**config.mk**
```make
export PLATFORM = sky130hd
export DESIGN_NAME = rr_lock_arbiter
export DESIGN_NICKNAME = d
export VERILOG_FILES = /design/src/rtl/arb_pkg.sv /design/src/rtl/arb_pick.sv /design/src/rtl/rr_lock_arbiter.sv
export SDC_FILE = /design/constraint.sdc
export NUM_CORES = 1
export LEC_CHECK = 0
export CORE_MARGIN = 1
export CORE_UTILIZATION = 45
export CTS_CLUSTER_SIZE = 12
export DETAILED_ROUTE_END_ITERATION = 10
export PLACE_DENSITY = 0.68
export SLEW_MARGIN = 20
export SYNTH_ARGS = -nofsm -noshare
export SYNTH_HDL_FRONTEND = slang
export SYNTH_HIERARCHICAL = 1
export SYNTH_SLANG_ARGS = --single-unit
```
**constraint.sdc**
```tcl
create_clock -name clk -period 6 [get_ports clk]
set_input_delay 1.2 -clock clk [delete_from_list [all_inputs] [get_ports clk]]
set_output_delay 1.2 -clock clk [all_outputs]
set_load 0.01 [all_outputs]
```
**src/rtl/arb_pkg.sv**
```systemverilog
// arb_pkg: shared FSM state type and grant-index width helper for the arbiter
package arb_pkg;
  typedef enum logic {ARB_IDLE, ARB_GRANT} arb_state_e;
  function automatic int idw_f(input int n);
    return (n > 1) ? $clog2(n) : 1;
  endfunction
endpackage

```
**src/rtl/arb_pick.sv**
```systemverilog
// arb_pick: combinational rotating-priority pick of one candidate
module arb_pick
  import arb_pkg::*;
#(
  parameter int N = 32,
  localparam int IDW = idw_f(N)
) (
  input  logic [N-1:0]   cand,
  input  logic [IDW-1:0] start,
  input  logic           rr_en,
  output logic           any,
  output logic [IDW-1:0] win_id
);
  logic [IDW-1:0] w_base;
  logic [2*N-1:0] w_dbl;
  logic [N-1:0]   w_rot;
  assign w_base = rr_en ? start : '0;
  assign w_dbl  = {cand, cand} >> w_base;
  assign w_rot  = w_dbl[N-1:0];
  assign any    = |cand;
  // scan offsets farthest-first so the nearest set candidate is the last to assign
  always_comb begin
    logic [IDW:0] s;
    s = '0;
    win_id = '0;
    for (int i = N - 1; i >= 0; i--) begin
      s = {1'b0, w_base} + (IDW+1)'(i);
      s = (s >= (IDW+1)'(N)) ? s - (IDW+1)'(N) : s;
      if (w_rot[i]) win_id = s[IDW-1:0];
    end
  end
endmodule

```
**src/rtl/rr_lock_arbiter.sv**
```systemverilog
// rr_lock_arbiter: fixed/round-robin arbiter with bounded burst lock and registered grant
module rr_lock_arbiter
  import arb_pkg::*;
#(
  parameter int N = 32,
  parameter int MAX_HOLD = 8,
  localparam int IDW = idw_f(N)
) (
  input  logic           clk,
  input  logic           reset,
  input  logic           rr_mode_i,
  input  logic [N-1:0]   req_i,
  output logic [N-1:0]   gnt_o,
  output logic [IDW-1:0] gnt_id_o,
  output logic           gnt_valid_o
);
  localparam int HW = $clog2(MAX_HOLD + 1);
  arb_state_e     r_state;
  logic [HW-1:0]  r_hold;
  logic [IDW-1:0] r_ptr;
  logic [IDW-1:0] r_id;
  logic [N-1:0]   r_gnt;
  logic           r_valid;
  logic           w_own;
  logic           w_timeout;
  logic           w_any;
  logic           w_rearb;
  logic           w_keep;
  logic [N-1:0]   w_cand;
  logic [IDW-1:0] w_win;
  logic [IDW-1:0] w_ptr_nxt;
  logic [N-1:0]   w_onehot;
  assign w_own     = (r_state == ARB_GRANT) && |(req_i & r_gnt);
  assign w_timeout = r_hold == HW'(MAX_HOLD);
  assign w_cand    = w_own ? req_i & ~r_gnt : req_i;
  assign w_rearb   = w_own ? w_timeout && w_any : w_any;
  assign w_keep    = w_own && !w_rearb;
  assign w_ptr_nxt = (w_win == IDW'(N - 1)) ? '0 : w_win + 1'b1;
  arb_pick #(.N(N)) u_pick (
    .cand  (w_cand),
    .start (r_ptr),
    .rr_en (rr_mode_i),
    .any   (w_any),
    .win_id(w_win)
  );
  // decode the winning index into a one-hot grant vector
  always_comb begin
    w_onehot = '0;
    for (int i = 0; i < N; i++) w_onehot[i] = w_win == IDW'(i);
  end
  // grant FSM: new winner, held burst with saturating counter, or release to idle
  always_ff @(posedge clk) begin
    if (!reset) begin
      r_state <= ARB_IDLE;
      r_hold  <= '0;
      r_ptr   <= '0;
      r_id    <= '0;
      r_gnt   <= '0;
      r_valid <= 1'b0;
    end else if (w_rearb) begin
      r_state <= ARB_GRANT;
      r_hold  <= HW'(1);
      r_ptr   <= w_ptr_nxt;
      r_id    <= w_win;
      r_gnt   <= w_onehot;
      r_valid <= 1'b1;
    end else if (w_keep) begin
      r_hold  <= w_timeout ? r_hold : r_hold + 1'b1;
    end else begin
      r_state <= ARB_IDLE;
      r_hold  <= '0;
      r_id    <= '0;
      r_gnt   <= '0;
      r_valid <= 1'b0;
    end
  end
  assign gnt_o       = r_gnt;
  assign gnt_id_o    = r_id;
  assign gnt_valid_o = r_valid;
endmodule
```
Word-level counts from Yosys, hierarchy flattened

Cells that the tools add are included.
Widths: inputs -> output; s select.

Register bits: 47
Input port bits: 35
Output and inout bits: 38
Word-level logic and storage cells: 228

Add/subtract/negate cells: 65
Order comparisons: 32
Equal/unequal tests: 34
Shift operators: 1
Muxes and demuxes: 77
Bitwise operators: 5
Reductions and logical operators: 8

Operators by type and width:

| cell                | count |
|---|---|
| $mux 5              | 68 |
| $ge 6x6->1 const B  | 31 |
| $sub 5x1->5 const B | 32 |
| $add 5x5->6 const B | 16 |
| $mux 32             | 3 |
| $eq 5x5->1 const B  | 16 |
| $and 32x32->32      | 2 |
| $reduce_or 32->1    | 2 |
| $shr 64x5->32       | 1 |
| $add 5x4->6 const B | 8 |
| $eq 5x4->1 const B  | 8 |
| $not 32->32         | 1 |
| $add 5x3->6 const B | 4 |
| $eq 5x3->1 const B  | 4 |
| $add 5x2->6 const B | 2 |
| $eq 5x2->1 const B  | 2 |
| $add 5x1->6 const B | 1 |
| $ge 5x6->1 const B  | 1 |
| $mux 1              | 6 |
| $add 5x1->5 const B | 1 |
| $eq 5x1->1 const B  | 1 |
| $logic_not 5->1     | 1 |
| $add 4x1->4 const B | 1 |
| $eq 4x4->1 const B  | 1 |
| other kinds (6)     | 9 |

Logic depth before layout (Yosys ltp)

Gate-level depths: netlist of run 1.

Word-level depth: 39
Mapped depth: 23
Gate-level depth less buffers: 20

Cells and area by module

Netlist of run 1, hierarchy kept.

By module, submodules not included:

| module          | instances | cells each | area each (µm²) | sequential area each (µm²) |
|---|---|---|---|---|
| arb_pick        | 1         | 720        | 5355.1          | 0.0 |
| rr_lock_arbiter | 1         | 231        | 2322.2          | 940.9 |

Least setup slack after synthesis of run 1

OpenSTA, ideal clock, no wires.

Path kind: in2reg
Start: input port req_i[8]
End: register r_ptr[0]
Arrival time: 6173 ps
Setup slack: -243 ps
Stages on the path: 22
Cells stage by stage: a22oi_1 nand2_1 nor4_4 a21boi_2 clkbuf_1 a21boi_0 a21bo_2 and2_1 mux4_2 mux4_2 buf_2 o211a_1 o2111a_1 a2111oi_0 o2111ai_1 nand3_1 a21oi_2 clkbuf_1 and3_1 ha_1 or4_1 a21oi_1

Cells in the longest elaborated chain, start to end: 39
Elaborated cells between the ends (all ways): 44

RTL lines:

| item                 | RTL line              | text |
|---|---|---|
| from (decl)          | rr_lock_arbiter.sv:12 | `input logic [N-1:0] req_i,` |
| $and 32x32->32 *     | rr_lock_arbiter.sv:33 | `assign w_own = (r_state == ARB_GRANT) && \|(req_i & r_gnt);` |
| $reduce_or 32->1 *   | rr_lock_arbiter.sv:33 |  |
| $logic_and 1x1->1 *  | rr_lock_arbiter.sv:33 |  |
| $mux 32 *            | rr_lock_arbiter.sv:35 | `assign w_cand = w_own ? req_i & ~r_gnt : req_i;` |
| via w_cand[23]       | rr_lock_arbiter.sv:29 | `logic [N-1:0] w_cand;` |
| $shr 64x5->32 *      | arb_pick.sv:18        | `assign w_dbl = {cand, cand} >> w_base;` |
| $mux 5 (31 in a row) | arb_pick.sv:29        | `if (w_rot[i]) win_id = s[IDW-1:0];` |
| $mux 5 *             | arb_pick.sv:29        |  |
| via w_win[2]         | rr_lock_arbiter.sv:30 | `logic [IDW-1:0] w_win;` |
| $eq 5x5->1 *         | rr_lock_arbiter.sv:38 | `assign w_ptr_nxt = (w_win == IDW'(N - 1)) ? '0 : w_win + 1'b1;` |
| $mux 5 *             | rr_lock_arbiter.sv:38 |  |
| to (signal assigned) | rr_lock_arbiter.sv:63 | `r_ptr <= w_ptr_nxt;` |
| to (decl)            | rr_lock_arbiter.sv:20 | `logic [IDW-1:0] r_ptr;` |

The timed path passes the listed nets; every way through them passes the cells marked *.
A chain may end at the register's enable or synchronous reset.

Worst setup path after layout of run 1

Start: input port req_i[30]
End: register r_ptr[0]

Same word-level chain as after synthesis.

==> results of run 1 <==
==> power groups by stage <==
stage / Combinational (mW) / Sequential (mW) / Clock, mW
2_1_floorplan: 2.20 / 0.405 / 0
3_3_place_gp: 4.13 / 0.439 / 0
3_5_place_dp: 4.11 / 0.440 / 0
4_1_cts: 4.32 / 0.435 / 0.315
5_1_grt: 4.91 / 0.446 / 0.326
6_report: 4.73 / 0.438 / 0.314
==> metal layers <==
| metal | up-vias | GRT usage, % | share of wire, % |
|---|---|---|---|
| li1 | 4395 | - | - |
| met4 | 0 | 33.01 | 8.9 |
| met1 | 4816 | 56.49 | 37 |
| met5 | - | 0 | 0 |
| met2 | 786 | 71.40 | 44 |
| met3 | 223 | 9.540 | 9.9 |
==> cell families after synthesis <==
family          count (synthesis)  synth area share (%)
simple gates                  280                 19.12
mux                           103                 20.55
buf+inv                       116                 7.089
compound gates                365                 35.84
fa+ha+maj                      12                 1.956
flops                          47                 12.26
xor+xnor                       28                 3.194
==> registers in the layout, indices dropped and copies added, names as in the netlist <==
register     count
gnt_id_o         5
gnt_o           32
gnt_valid_o      1
r_hold           4
r_ptr            5
==> cell usage after synthesis, types with 12 or more instances <==
cell type,instances
sky130_fd_sc_hd__dfxtp_1,47
sky130_fd_sc_hd__and2_1,24
sky130_fd_sc_hd__o22ai_1,22
sky130_fd_sc_hd__a22o_1,12
sky130_fd_sc_hd__o211ai_1,20
sky130_fd_sc_hd__mux2i_1,37
sky130_fd_sc_hd__nand3_1,26
sky130_fd_sc_hd__a22oi_1,25
sky130_fd_sc_hd__nor2_1,50
sky130_fd_sc_hd__buf_2,27
sky130_fd_sc_hd__inv_1,33
sky130_fd_sc_hd__nor4_1,16
sky130_fd_sc_hd__xnor2_1,23
sky130_fd_sc_hd__a21boi_0,35
sky130_fd_sc_hd__mux4_2,40
sky130_fd_sc_hd__a32o_1,25
sky130_fd_sc_hd__o21ai_0,42
sky130_fd_sc_hd__clkbuf_1,33
sky130_fd_sc_hd__a21oi_1,41
sky130_fd_sc_hd__ha_1,12
sky130_fd_sc_hd__nand2_1,73
sky130_fd_sc_hd__mux2_2,24
sky130_fd_sc_hd__a211oi_1,19
sky130_fd_sc_hd__nor3_1,22
sky130_fd_sc_hd__a31oi_1,14
==> through the flow <==
stage	utilization [%]	hold slack (ps)	setup slack [ps]	cell area [sq um]
CTS	65.77	497.9	-31.26	10950
global placement	62.96	470.1	-1154	10480
detailed placement	62.96	464.7	-1133	10480
finish	68.27	498.1	-135.7	11360
global route	68.27	512.4	-161.5	11360
floorplan	-	446.1	-14.63	7706
==> worst max-delay path, delay by kind of cell <==
kind / cells / cell delay [ps]
multiplexers: 2 / 850
adder cells (fa/ha/maj): 1 / 230
AND/OR/NAND/NOR: 5 / 880
buffers and inverters: 9 / 1520
AO/OA/AOI/OAI: 9 / 1680
==> worst paths after layout <==
check	end	slack, ps	depth (start not counted)
hold reg to reg	gnt_id_o[4]	500	1
setup reg to reg	r_ptr[0]	480	25
setup / recovery	r_ptr[0]	-140	26
hold / removal	gnt_id_o[4]	500	1
==> area by class of cell <==
cell class | count | area, sq um | area share, %
inverter | 34 | 127.6 | 1.123
clock inverter | 3 | 27.53 | 0.2423
timing repair buffer | 382 | 3078 | 27.09
clock buffer | 5 | 125.1 | 1.101
multi-input combinational | 788 | 6787 | 59.73
sequential | 47 | 942.2 | 8.292
tap | 220 | 275.3 | 2.423
==> what timing repair did <==
action	CTS	global route
hold buffers	0	0
cloned	2	0
buffers inserted	12	12
gates resized for setup	144	87
pin swaps	39	46
setup endpoints to repair	39	38
==> flow_summary.yaml, run 1 <==
routing:
  wl_per_cell_um: 27.64
  via_per_inst: 6.910
  drc: 0
  wl_um: 40890
  drt_first_pass_iters: 7
  antenna_violating_nets_post_route: 0
  detail_route.iter0.violations: 1391
  routed-via-count: 10220
cts:
  cts_tree: "built"
  h-tree-depth: 2
  cts-root-to-sink-buffers: 2
  clk_latency_ps: 310
  cts.root.buffer_cell: "sky130_fd_sc_hd__clkbuf_16"
  number_of_clock_sinks: 47
  clk_pin_slew_ps: 80
  tritoncts.num_buffers: 5
synthesis:
  number_of_enable_flip_flop_cells_after_synthesis: 0
  syn_area_sq_um: 7677
  synth_cells: 951
  async_reset_ff_share_pct: 0
  syn_area_per_cell_sq_um: 8.073
  synth.net_count: 998
  yosysSeqAreaShare_pct: 12.26
  netlist-cell-type-count: 94
  synth_seq_cells: 47
  ys_dominant_reg_cell: "sky130_fd_sc_hd__dfxtp_1"
  synth.area.top_cells: "sky130_fd_sc_hd__dfxtp_1, sky130_fd_sc_hd__mux4_2, sky130_fd_sc_hd__mux2i_1"
  synth_area_leader_cell: "sky130_fd_sc_hd__dfxtp_1"
  synth_largest_type_area_fraction_pct: 12.26
  ys_warnings: 6
floorplan:
  die_h_um: 132.6
  floorplan.core_area_sq_um: 16640
  rows: 47
  initial_core_util_pct: 46.13
  design.die.area_sq_um: 17590
  fp.dieW_um: 132.6
  boundaryPins: 73
power_and_ir_drop:
  pwr-share-comb_pct: 86.3
  pwr-share-seq_pct: 8.0
  leakage_power_nw: 4.622
  netSwitchingFraction_pct: 52.13
  p_int_mw: 2.626
  total_switching_power_mw: 2.860
  power-per-cell-area_nw_per_um2: 482.9
  overall_power_mw: 5.486
  relative_contribution_of_the_clock_network_to_total_power_pct: 5.7
  worst_ir_drop_vdd_mv: 0.3510
timing:
  finalHoldViolCount: 0
  sum_neg_setup_slack_ps: -928.9
  slew-limit-headroom_pct: 52.63
  clock_skew_ps: 6.254
  max_slew.worst_pin.slew_ps: 710.6
  finalMaxSlewViolations: 0
  final_critical_path_setup_slack_ps: -135.7
  period_share_pct: 102.3
  final-setup-viol-count: 15
  setup_repair_after_global_routing_missed_its_margin: "true"
  max_clock_freq_ghz: 0.1630
  final.min_clock_period_ps: 6136
status:
  outcome: "finished with violations"
  violations: "negative setup slack"
setup_path:
  endpoint_kind: "flip-flop"
  arrival_worst_endpoint_ps: 6380
  timing.critical_path.fanout_max: 5
  timing.rr.start: "gnt_o[18]"
  critPathLaunch: "req_i[30]"
  setup.worst_path.class: "in2reg"
  critical_path.startpoint_type: "input port"
  slowest_stage: "sky130_fd_sc_hd__mux4_2"
  required_ps: 6240
  path_common_cell: "sky130_fd_sc_hd__buf_4"
  critical_path.max_stage_delay_ps: 480
placed_design:
  place.gp.congestion: 1.070
  placed_cells: 1446
  port_buffers: 72
  hpwl_um: 31300
global_route:
  wire_length_of_the_first_global_routing_pass_um: 60200
  vias_in_the_first_global_route: 9596
  antenna_found_initial: 0
  groute.usage.overall_pct: 45.92
  grt_overflow: 0
  grt_start_max_net_pins: 39
hold_path:
  min-delay-path-class: "reg2reg"
  holdCritStartpoint: "gnt_id_o[4]"
finish:
  final_layout_size_suffix_gt1_share_pct: 42.41
  stdcell_count: 1479
  areaGrowthSynthToFinish_pct: 47.99
  mostFrequentLayoutCell: "sky130_fd_sc_hd__buf_4"
  diodes: 0
  nets: 1305
  final_cell_mix: "sky130_fd_sc_hd__buf_4, sky130_fd_sc_hd__nand2_1, sky130_fd_sc_hd__nor2_1, sky130_fd_sc_hd__dfxtp_1"
  n_fill_cell: 1419
flow_run:
  max_cap_violations: 0
Power figures use the tool's default switching activity.
==> inputs of run 2 (changes only) <==
--- a/config.mk
+++ b/config.mk
@@ -9,7 +9,8 @@
 export CORE_UTILIZATION = 45
 export CTS_CLUSTER_SIZE = 12
 export DETAILED_ROUTE_END_ITERATION = 10
-export PLACE_DENSITY = 0.68
+export PLACE_DENSITY = 0.65
+export SKIP_LAST_GASP = 1
 export SLEW_MARGIN = 20
 export SYNTH_ARGS = -nofsm -noshare
 export SYNTH_HDL_FRONTEND = slang
==> constraint.sdc (replaced) <==
create_clock -name clk -period 7.5 [get_ports clk]
set_input_delay 1.5 -clock clk [delete_from_list [all_inputs] [get_ports clk]]
set_output_delay 1.5 -clock clk [all_outputs]
set_load 0.01 [all_outputs]
==> flow_summary.yaml, run 2 (synthesis results as in run 1) <==
status:
  outcome: "finished clean"
setup_path:
  critical_path.max_stage_delay_ps: 620
  slowest_stage: "sky130_fd_sc_hd__mux4_2"
  required_ps: 7730
  arrival_worst_endpoint_ps: 7460
  endpoint_kind: "flip-flop"
  critical_path.startpoint_type: "input port"
  setup.worst_path.class: "in2reg"
  path_cells: "clkdlybuf4s50_1 -> a22oi_1 -> nand2_1 -> nor4_4 -> a21boi_2 -> buf_12 -> a21boi_0 -> buf_4 -> and3_1 -> a21oi_1 -> mux4_2 -> mux4_2 -> and2_1 -> nor3b_1 -> o311ai_1 -> a31o_1 -> a21oi_1 -> ha_1 -> and3_1 -> ha_1 -> or4_1 -> a21oi_1"
  crit_buf_inv: 3
  timing.critical_path.fanout_max: 29
  path_common_cell: "sky130_fd_sc_hd__a21oi_1"
  path_delay_family: "simple AND/OR/NAND/NOR gates"
finish:
  mostFrequentLayoutCell: "sky130_fd_sc_hd__buf_4"
  areaGrowthSynthToFinish_pct: 20.21
  nets: 1099
  diodes: 0
  multi_input_area_sq_um: 6198
  final_cell_mix: "sky130_fd_sc_hd__buf_4, sky130_fd_sc_hd__nand2_1, sky130_fd_sc_hd__clkdlybuf4s50_1, sky130_fd_sc_hd__nor2_1, sky130_fd_sc_hd__dfxtp_1"
  sequential_cell_area_sq_um: 942.2
  flip_flop_count_of_the_largest_register_after_layout: 32
  stdcell_count: 1273
  n_fill_cell: 1581
  final_layout_size_suffix_gt1_share_pct: 19.66
hold_path:
  min-delay-path-class: "reg2reg"
timing:
  slew-limit-headroom_pct: 43.11
  clock_skew_ps: 8.744
  finalMaxSlewViolations: 0
  setup_repair_after_global_routing_missed_its_margin: "false"
  max_slew.worst_pin.slew_ps: 829.6
  max_clock_freq_ghz: 0.1383
  period_share_pct: 96.41
  final.min_clock_period_ps: 7231
  final-setup-viol-count: 0
  sum_neg_setup_slack_ps: 0
  finalHoldViolCount: 0
power_and_ir_drop:
  leakage_power_nw: 3.464
  power-per-cell-area_nw_per_um2: 377.7
  overall_power_mw: 3.486
  worst_ir_drop_vdd_mv: 0.2583
global_route:
  grt_overflow: 0
  vias_in_the_first_global_route: 8714
  antenna_found_initial: 1
  groute.usage.overall_pct: 40.83
  wire_length_of_the_first_global_routing_pass_um: 54290
  grt_start_max_net_pins: 53
placed_design:
  place.gp.congestion: 1.080
  hpwl_um: 28010
  port_buffers: 72
  placed_cells: 1265
routing:
  drc: 0
  drt_first_pass_iters: 5
  wl_per_cell_um: 28.13
  wl_um: 35800
  routed-via-count: 9112
  via_per_inst: 7.158
  detail_route.iter0.violations: 1191
  antenna_violating_nets_post_route: 0
floorplan:
  fp.dieW_um: 132.6
  boundaryPins: 73
  die_h_um: 132.6
  rows: 47
  design.die.area_sq_um: 17590
  initial_core_util_pct: 46.13
  floorplan.core_area_sq_um: 16640
flow_run:
  max_cap_violations: 0
cts:
  cts_tree: "built"
  clk_latency_ps: 310
  h-tree-depth: 2
  tritoncts.num_buffers: 5
  clk_pin_slew_ps: 70
  cts.root.buffer_cell: "sky130_fd_sc_hd__clkbuf_16"
  cts-root-to-sink-buffers: 2
  number_of_clock_sinks: 47
## run 2: changes by cell type in the layout (fill, tap and decap cells not counted), sizes merged
cell and change:
buf -220, clkbuf -5, clkdlybuf4s15 -10, bufinv +1, dlygate4sd2 -3, clkdlybuf4s50 +32
inv -1
## run 2: area by class of cell
type | instances | share of cell area (%)
repair buffers | 176 | 16.40
clock inverters | 3 | 0.5016
well taps | 220 | 2.983
inverters | 34 | 1.383
flip-flops and latches | 47 | 10.21
multi-input cells | 788 | 67.16
clock buffers | 5 | 1.356
## run 2: repair_timing
action                     4_1_cts  5_1_grt
gates resized for setup          0        1
setup endpoints to repair        0        8
buffers inserted                 0        0
hold buffers                     0        0
## run 2: worst paths after layout
check	startpoint	depth (start not counted)	slack (ps)	to
setup / recovery	req_i[8]	22	270	r_ptr[0]
hold / removal	gnt_id_o[4]	1	490	gnt_id_o[4]
setup reg to reg	gnt_o[8]	21	1520	r_ptr[0]
hold reg to reg	gnt_id_o[4]	1	490	gnt_id_o[4]
## run 2: report_power, final
group / internal (mW) / switching [mW]
Combinational: 1.10 / 1.77
Clock: 0.159 / 0.110
Sequential: 0.287 / 0.0526
Total: 1.55 / 1.94
## run 2: through the flow
stage,cell area [sq um],worst slack (ps),hold slack [ps],utilization (%)
after floorplan,7677,957.1,446.1,-
after global placement,9055,-4.552,470.5,54.41
after detailed placement,9055,-44.59,467.9,54.41
after CTS,9226,258.1,492.0,55.44
after global routing,9229,28.14,511.3,55.45
final,9229,269.2,493.3,55.45
## run 2: metal layers
| metal | vias up | wire (um) | GRT usage (%) |
|---|---|---|---|
| met3 | 169 | 3112 | 6.705 |
| met1 | 4332 | 13300 | 48.80 |
| li1 | 3964 | - | - |
| met2 | 645 | 16470 | 66.02 |
| met4 | 2 | 2901 | 30.52 |
| met5 | - | 13 | 0 |
## run 2: worst register-to-register path, stage by stage (launching register included)
cell                       delay, ps
sky130_fd_sc_hd__dfxtp_1         350
sky130_fd_sc_hd__a22oi_1         320
sky130_fd_sc_hd__nand2_1         160
sky130_fd_sc_hd__nor4_4          430
sky130_fd_sc_hd__a21boi_2        150
sky130_fd_sc_hd__buf_12          190
sky130_fd_sc_hd__a21boi_0        310
sky130_fd_sc_hd__buf_4           230
sky130_fd_sc_hd__and3_1          200
sky130_fd_sc_hd__a21oi_1          60
sky130_fd_sc_hd__mux4_2          500
sky130_fd_sc_hd__mux4_2          620
sky130_fd_sc_hd__and2_1          230
sky130_fd_sc_hd__nor3b_1         160
sky130_fd_sc_hd__o311ai_1        400
sky130_fd_sc_hd__a31o_1          240
sky130_fd_sc_hd__a21oi_1          90
sky130_fd_sc_hd__ha_1            200
sky130_fd_sc_hd__and3_1          230
sky130_fd_sc_hd__ha_1            240
sky130_fd_sc_hd__or4_1           470
sky130_fd_sc_hd__a21oi_1         150
